<file path="src/rtl/muldiv_unit.sv">
// muldiv_unit: multi-cycle MULT/MULTU/DIV/DIVU engine with architectural HI/LO.
// Shift-add multiply and restoring divide share one 2*WIDTH working register.
// Operands are reduced to magnitudes first, and the signs are restored at the end.
module muldiv_unit #(
    parameter int WIDTH = 32
) (
    input  logic             clk,
    input  logic             rst_n,
    input  logic             start,
    input  logic [1:0]       op,
    input  logic [WIDTH-1:0] srcl,
    input  logic [WIDTH-1:0] RTdata,
    input  logic             hi_we,
    input  logic             lo_we,
    input  logic [WIDTH-1:0] wdata,
    output logic             busy,
    output logic             done,
    output logic [WIDTH-1:0] HI,
    output logic [WIDTH-1:0] LO
);

    localparam int CW = (WIDTH > 1) ? $clog2(WIDTH) : 1;

    typedef enum logic [1:0] {
        IDLE = 2'd0,
        PREP = 2'd1,
        CALC = 2'd2,
        FIX  = 2'd3
    } state_t;

    state_t             r_state;
    state_t             w_stateNext;
    logic [1:0]         r_op;
    logic [WIDTH-1:0]   r_srcA;
    logic [WIDTH-1:0]   r_opA;
    logic [WIDTH-1:0]   r_opB;
    logic [2*WIDTH-1:0] r_prod;
    logic [CW-1:0]      r_cnt;
    logic               r_resSign;
    logic               r_remSign;
    logic               r_done;
    logic [WIDTH-1:0]   r_hi;
    logic [WIDTH-1:0]   r_lo;

    // op[1] selects divide, op[0] selects signed operands
    logic               w_isDiv;
    logic               w_isSigned;
    logic [WIDTH-1:0]   w_aMag;
    logic [WIDTH-1:0]   w_bMag;
    logic [WIDTH:0]     w_addend;
    logic [WIDTH:0]     w_sum;
    logic [2*WIDTH-1:0] w_mulNext;
    logic [WIDTH:0]     w_remShift;
    logic [WIDTH:0]     w_trial;
    logic [2*WIDTH-1:0] w_divNext;
    logic [2*WIDTH-1:0] w_prodNeg;
    logic [WIDTH-1:0]   w_quo;
    logic [WIDTH-1:0]   w_rem;
    logic [WIDTH-1:0]   w_resHi;
    logic [WIDTH-1:0]   w_resLo;
    logic               w_lastIter;

    assign w_isDiv    = r_op[1];
    assign w_isSigned = r_op[0];
    assign w_lastIter = (r_cnt == CW'(WIDTH - 1));

    assign busy = (r_state != IDLE);
    assign done = r_done;
    assign HI   = r_hi;
    assign LO   = r_lo;

    // Operand magnitudes, one iteration of each algorithm, and the final sign-corrected result
    always_comb begin
        w_aMag     = (w_isSigned && r_opA[WIDTH-1]) ? (~r_opA + WIDTH'(1)) : r_opA;
        w_bMag     = (w_isSigned && r_opB[WIDTH-1]) ? (~r_opB + WIDTH'(1)) : r_opB;

        w_addend   = r_prod[0] ? {1'b0, r_opA} : '0;
        w_sum      = {1'b0, r_prod[2*WIDTH-1:WIDTH]} + w_addend;
        w_mulNext  = {w_sum, r_prod[WIDTH-1:1]};

        w_remShift = r_prod[2*WIDTH-1:WIDTH-1];
        w_trial    = w_remShift - {1'b0, r_opB};
        if (w_trial[WIDTH]) begin
            w_divNext = {w_remShift[WIDTH-1:0], r_prod[WIDTH-2:0], 1'b0};
        end else begin
            w_divNext = {w_trial[WIDTH-1:0], r_prod[WIDTH-2:0], 1'b1};
        end

        w_prodNeg  = ~r_prod + (2*WIDTH)'(1);
        w_quo      = r_prod[WIDTH-1:0];
        w_rem      = r_prod[2*WIDTH-1:WIDTH];

        w_resHi    = r_prod[2*WIDTH-1:WIDTH];
        w_resLo    = r_prod[WIDTH-1:0];
        if (w_isDiv) begin
            if (r_opB == '0) begin
                w_resHi = r_srcA;
                w_resLo = '1;
            end else begin
                w_resLo = (w_isSigned && r_resSign) ? (~w_quo + WIDTH'(1)) : w_quo;
                w_resHi = (w_isSigned && r_remSign) ? (~w_rem + WIDTH'(1)) : w_rem;
            end
        end else if (w_isSigned && r_resSign) begin
            w_resHi = w_prodNeg[2*WIDTH-1:WIDTH];
            w_resLo = w_prodNeg[WIDTH-1:0];
        end
    end

    // Next-state logic: PREP and FIX take one cycle each, CALC runs WIDTH iterations
    always_comb begin
        w_stateNext = r_state;
        case (r_state)
            IDLE:    if (start) w_stateNext = PREP;
            PREP:    w_stateNext = CALC;
            CALC:    if (w_lastIter) w_stateNext = FIX;
            FIX:     w_stateNext = IDLE;
            default: w_stateNext = IDLE;
        endcase
    end

    // State register
    always_ff @(posedge clk or negedge rst_n) begin
        if (!rst_n) begin
            r_state <= IDLE;
        end else begin
            r_state <= w_stateNext;
        end
    end

    // Datapath: operand latch, iteration work, and HI/LO updates from FIX or MTHI/MTLO
    always_ff @(posedge clk or negedge rst_n) begin
        if (!rst_n) begin
            r_op      <= '0;
            r_srcA    <= '0;
            r_opA     <= '0;
            r_opB     <= '0;
            r_prod    <= '0;
            r_cnt     <= '0;
            r_resSign <= 1'b0;
            r_remSign <= 1'b0;
            r_done    <= 1'b0;
            r_hi      <= '0;
            r_lo      <= '0;
        end else begin
            r_done <= 1'b0;
            case (r_state)
                IDLE: begin
                    if (hi_we) r_hi <= wdata;
                    if (lo_we) r_lo <= wdata;
                    if (start) begin
                        r_op   <= op;
                        r_srcA <= srcl;
                        r_opA  <= srcl;
                        r_opB  <= RTdata;
                    end
                end
                PREP: begin
                    r_opA     <= w_aMag;
                    r_opB     <= w_bMag;
                    r_resSign <= w_isSigned & (r_opA[WIDTH-1] ^ r_opB[WIDTH-1]);
                    r_remSign <= w_isSigned & r_opA[WIDTH-1];
                    r_cnt     <= '0;
                    r_prod    <= w_isDiv ? {{WIDTH{1'b0}}, w_aMag} : {{WIDTH{1'b0}}, w_bMag};
                end
                CALC: begin
                    r_prod <= w_isDiv ? w_divNext : w_mulNext;
                    r_cnt  <= r_cnt + CW'(1);
                end
                FIX: begin
                    r_hi   <= w_resHi;
                    r_lo   <= w_resLo;
                    r_done <= 1'b1;
                end
                default: ;
            endcase
        end
    end

endmodule
</file>
<file path="config.mk">
export PLATFORM = sky130hd
export DESIGN_NAME = muldiv_unit
export DESIGN_NICKNAME = d
export VERILOG_FILES = /design/src/rtl/muldiv_unit.sv
export SDC_FILE = /design/constraint.sdc
export NUM_CORES = 1
export LEC_CHECK = 0
export BUFFER_PORTS_ARGS = -buffer_cell sky130_fd_sc_hd__buf_2
export CORE_MARGIN = 5
export CORE_UTILIZATION = 47
export CTS_BUF_LIST = sky130_fd_sc_hd__clkbuf_4
export DETAILED_ROUTE_END_ITERATION = 10
export GPL_ROUTABILITY_DRIVEN = 1
export GPL_TIMING_DRIVEN = 0
export PLACE_DENSITY_LB_ADDON = 0.15
export SYNTH_ARGS = -nofsm -noshare
export SYNTH_HDL_FRONTEND = slang
export SYNTH_SLANG_ARGS = --single-unit
</file>
<file path="constraint.sdc">
create_clock -name clk -period 4.5 [get_ports clk]
set_input_delay 0.9 -clock clk [delete_from_list [all_inputs] [get_ports clk]]
set_output_delay 0.9 -clock clk [all_outputs]
set_load 0.02 [all_outputs]
</file>
==> results_dict.tcl <==
set metrics [dict create \
    fmax_mhz 230 \
    tns_ns 0 \
    synthToLayoutAreaGrowth_pct 13.5 \
    antenna_found_initial 2 \
    grt_max_degree 95 \
    power_density_nw_per_um2 956 \
    mostFrequentLayoutCells "233 x dfrtp_1, 222 x nor2_1, 208 x a21oi_1, 198 x nand2_1, 189 x o21ai_0" \
    ys_ff_latch 236 \
    synth_edf_count 0 \
    dieArea_um2 44300 \
    ir_drop_mv 0.402 \
    grt_pass1_wl_um 124000 \
    grt_usage_pct 37.3 \
    grt_pass1_vias 18900 \
    die_w_um 210 \
    start_util_pct 47.5 \
    avgSynthCellArea_um2 8.22 \
    power.leakage_nw 9.12 \
    die_h_um 210 \
    wl_per_cell_um 27.4 \
    num-fill-cells 3905 \
    period_needed_ns 4.35 \
    grt_use_met2_pct 58.4 \
    yosysUniqueCellTypes 86 \
    cp_slowest_cell "o21ai_0" \
    drt_pass1_iterations 5 \
    crit_end "r_prod[53]" \
    start_kind "flop" \
    cts_tree "yes" \
    worstPathRequired_ns 5.23 \
    place_hpwl_um 67500 \
    nNetsFinal 2723 \
    cts-root-buf "clkbuf_4" \
    fin_ws_ns 0.147 \
    critPathKind "flop to flop" \
    met3_usage_pct 8.23 \
    min_path_type "input pin to async pin" \
    core_um2 39700 \
    io_buffer_count 167 \
    place_ws_ns -0.461 \
    cts.sinks 236 \
    rr_worst_depth 16 \
    drv_slew 0 \
    crit_arrival_ns 5.09 \
    rsz0062_at_grt "false" \
    end_kind "flop" \
    postRouteAntennaNets 0 \
    synth-main-ff-cell "dfrtp_1" \
    syn-num-nets 2476 \
    worst-path-max-fanout 8 \
    crit_start "r_prod[0]" \
    hold_viol 0 \
    path_cells "inv_1, nor2_1, ha_1, inv_1, fa_1, nand2b_1, a21o_1, a31oi_2, a211oi_1, o21ai_0, a31o_2, a21oi_1, xnor2_1, nor2_1, a311oi_1, a21o_1" \
    drt_wl_total_um 85600 \
    path_buf_inv 2 \
    crit_family "compound AO/OA/AOI/OAI gates" \
    use_met1_pct 48.1 \
    status "completed" \
    r2r-start "r_prod[0]" \
    clockBufferDepth 3 \
    synth_area_um2 18900 \
    grt-ovfl-total 0 \
    cts_buffers 73 \
    clock_skew_ns 0.0681 \
    path_clk_slew_ns 0.08 \
    drv_cap 0 \
    drive_gt1_share_pct 16.0 \
    r2r-end "r_prod[53]" \
    tightest_slew_ns 1.17 \
    cts.htree.levels 3 \
    clock_latency_ns 0.84 \
    top_usage_layer "met2" \
    critical-path-max-stage-delay_ns 0.62 \
    cp.depth 16 \
    fin_cells 3123 \
    dp.cells 2991 \
    relSlewSlack_pct 21.2 \
    synth_cells 2297 \
    final_util_pct 53.9 \
    rows 73 \
    synthArstFlopShare_pct 100 \
    drt-vias-per-instance 6.38 \
    drc_errors 0 \
    ff2ff_setup_slack_ns 0.15 \
    place.gp.congestion 1.00 \
    finalSetupViolCount 0 \
    drt_iter0_drc 2228 \
    yosysSeqAreaShare_pct 31.3 \
    layout_commonest_cell "dfrtp_1" \
    synth_warnings 0 \
    boundaryPins 169 \
    num_vias 19900 \
    fin_crit_sh_pct 96.7 \
]
==> state kept, by name, summed over array words and instances (netlist names) <==
name	flops
r_srcA	32
r_remSign	1
r_opB	32
done	1
HI	32
LO	32
r_state	2
r_resSign	1
r_prod	64
r_opA	32
r_cnt	5
r_op	2
==> through the flow <==
stage	area [µm²]	total power (W)	hold WS (ns)
2_1_floorplan	18900	0.0130	0.450
4_1_cts	21400	0.0201	0.0234
3_5_place_dp	20400	0.0177	0.466
5_1_grt	21400	0.0215	0.0439
6_report	21400	0.0205	0.0370
3_3_place_gp	20400	0.0175	0.459
==> per-layer routing <==
| metal | vias to the layer above | part of all wire (%) |
|---|---|---|
| met1 | 9663 | 40 |
| met4 | 0 | 6.7 |
| li1 | 8867 | - |
| met5 | - | 0 |
| met2 | 1145 | 44 |
| met3 | 257 | 9.4 |
==> synth_stat cells (5+ instances only) <==
cell type	number	area (µm²)
o21bai_1	7	52.6
nor3_1	63	315
o21ai_0	189	946
o22ai_1	61	382
a221o_1	10	100
o21a_1	13	97.6
o41ai_1	7	61.3
ha_1	74	926
a31o_2	6	52.6
or3_1	22	138
nor4_1	20	125
a221oi_1	22	193
mux2_2	51	574
a2111oi_0	14	123
mux4_2	25	563
a22oi_1	14	105
and3_1	11	68.8
buf_2	12	60.1
o221ai_1	14	123
dfrtp_1	236	5910
and2_1	41	257
a21boi_0	5	37.5
inv_1	78	293
nor2_1	222	833
nand4_1	9	56.3
xnor2_1	133	1160
nor2b_1	12	75.1
o31ai_1	17	128
buf_1	24	90.1
or4_1	12	90.1
clkbuf_1	123	462
a21o_1	27	203
nand3_1	67	335
xor2_1	66	578
mux2i_1	40	400
a211oi_1	16	120
a31oi_1	24	150
a21oi_1	209	1050
nand2_1	198	743
nand2b_1	15	93.8
o211ai_1	15	113
==> where the power goes <==
| group | leakage (nW) | total (W) | internal [W] | switching, W |
|---|---|---|---|---|
| clock | 0.552 | 0.00226 | 0.00116 | 0.00110 |
| combinational | 5.75 | 0.0137 | 0.00476 | 0.00898 |
| sequential | 2.82 | 0.00449 | 0.00318 | 0.00131 |
| total | 9.12 | 0.0205 | 0.00910 | 0.0114 |
==> how the worst min path moves through the flow <==
stage | end
final | LO[7]
after global routing | LO[3]
after CTS | HI[21]
after detailed placement | LO[3]
after global placement | LO[27]
after floorplan | r_opB[20]
==> final cells by class <==
class	count	area [µm²]	area share (%)
diodes	3	7.51	0.0350
repair buffers	172	923	4.31
plain buffers	163	646	3.01
inverters	79	297	1.38
flip-flops and latches	236	5910	27.6
multi-input cells	1819	12100	56.3
well taps	525	657	3.06
clock inverters	24	154	0.718
clock buffers	102	766	3.57
==> kinds of logic after synthesis <==
family	after synthesis	synth area share, %
xor gates and xnor gates	200	9.31
DFF	236	31.3
AOI/OAI and AO/OA	710	23.4
buffers and inverters	242	4.96
muxes	116	8.14
adders and majority gates	76	5.11
and+or+nand+nor	717	17.8
==> timing repair <==
action	CTS	global route
endpoints found under the setup margin	29	23
resized for setup	3	8
buffers inserted	3	0
hold buffers	0	0
pin swaps	1	0
No activity file was read; power rests on OpenSTA's default activity.
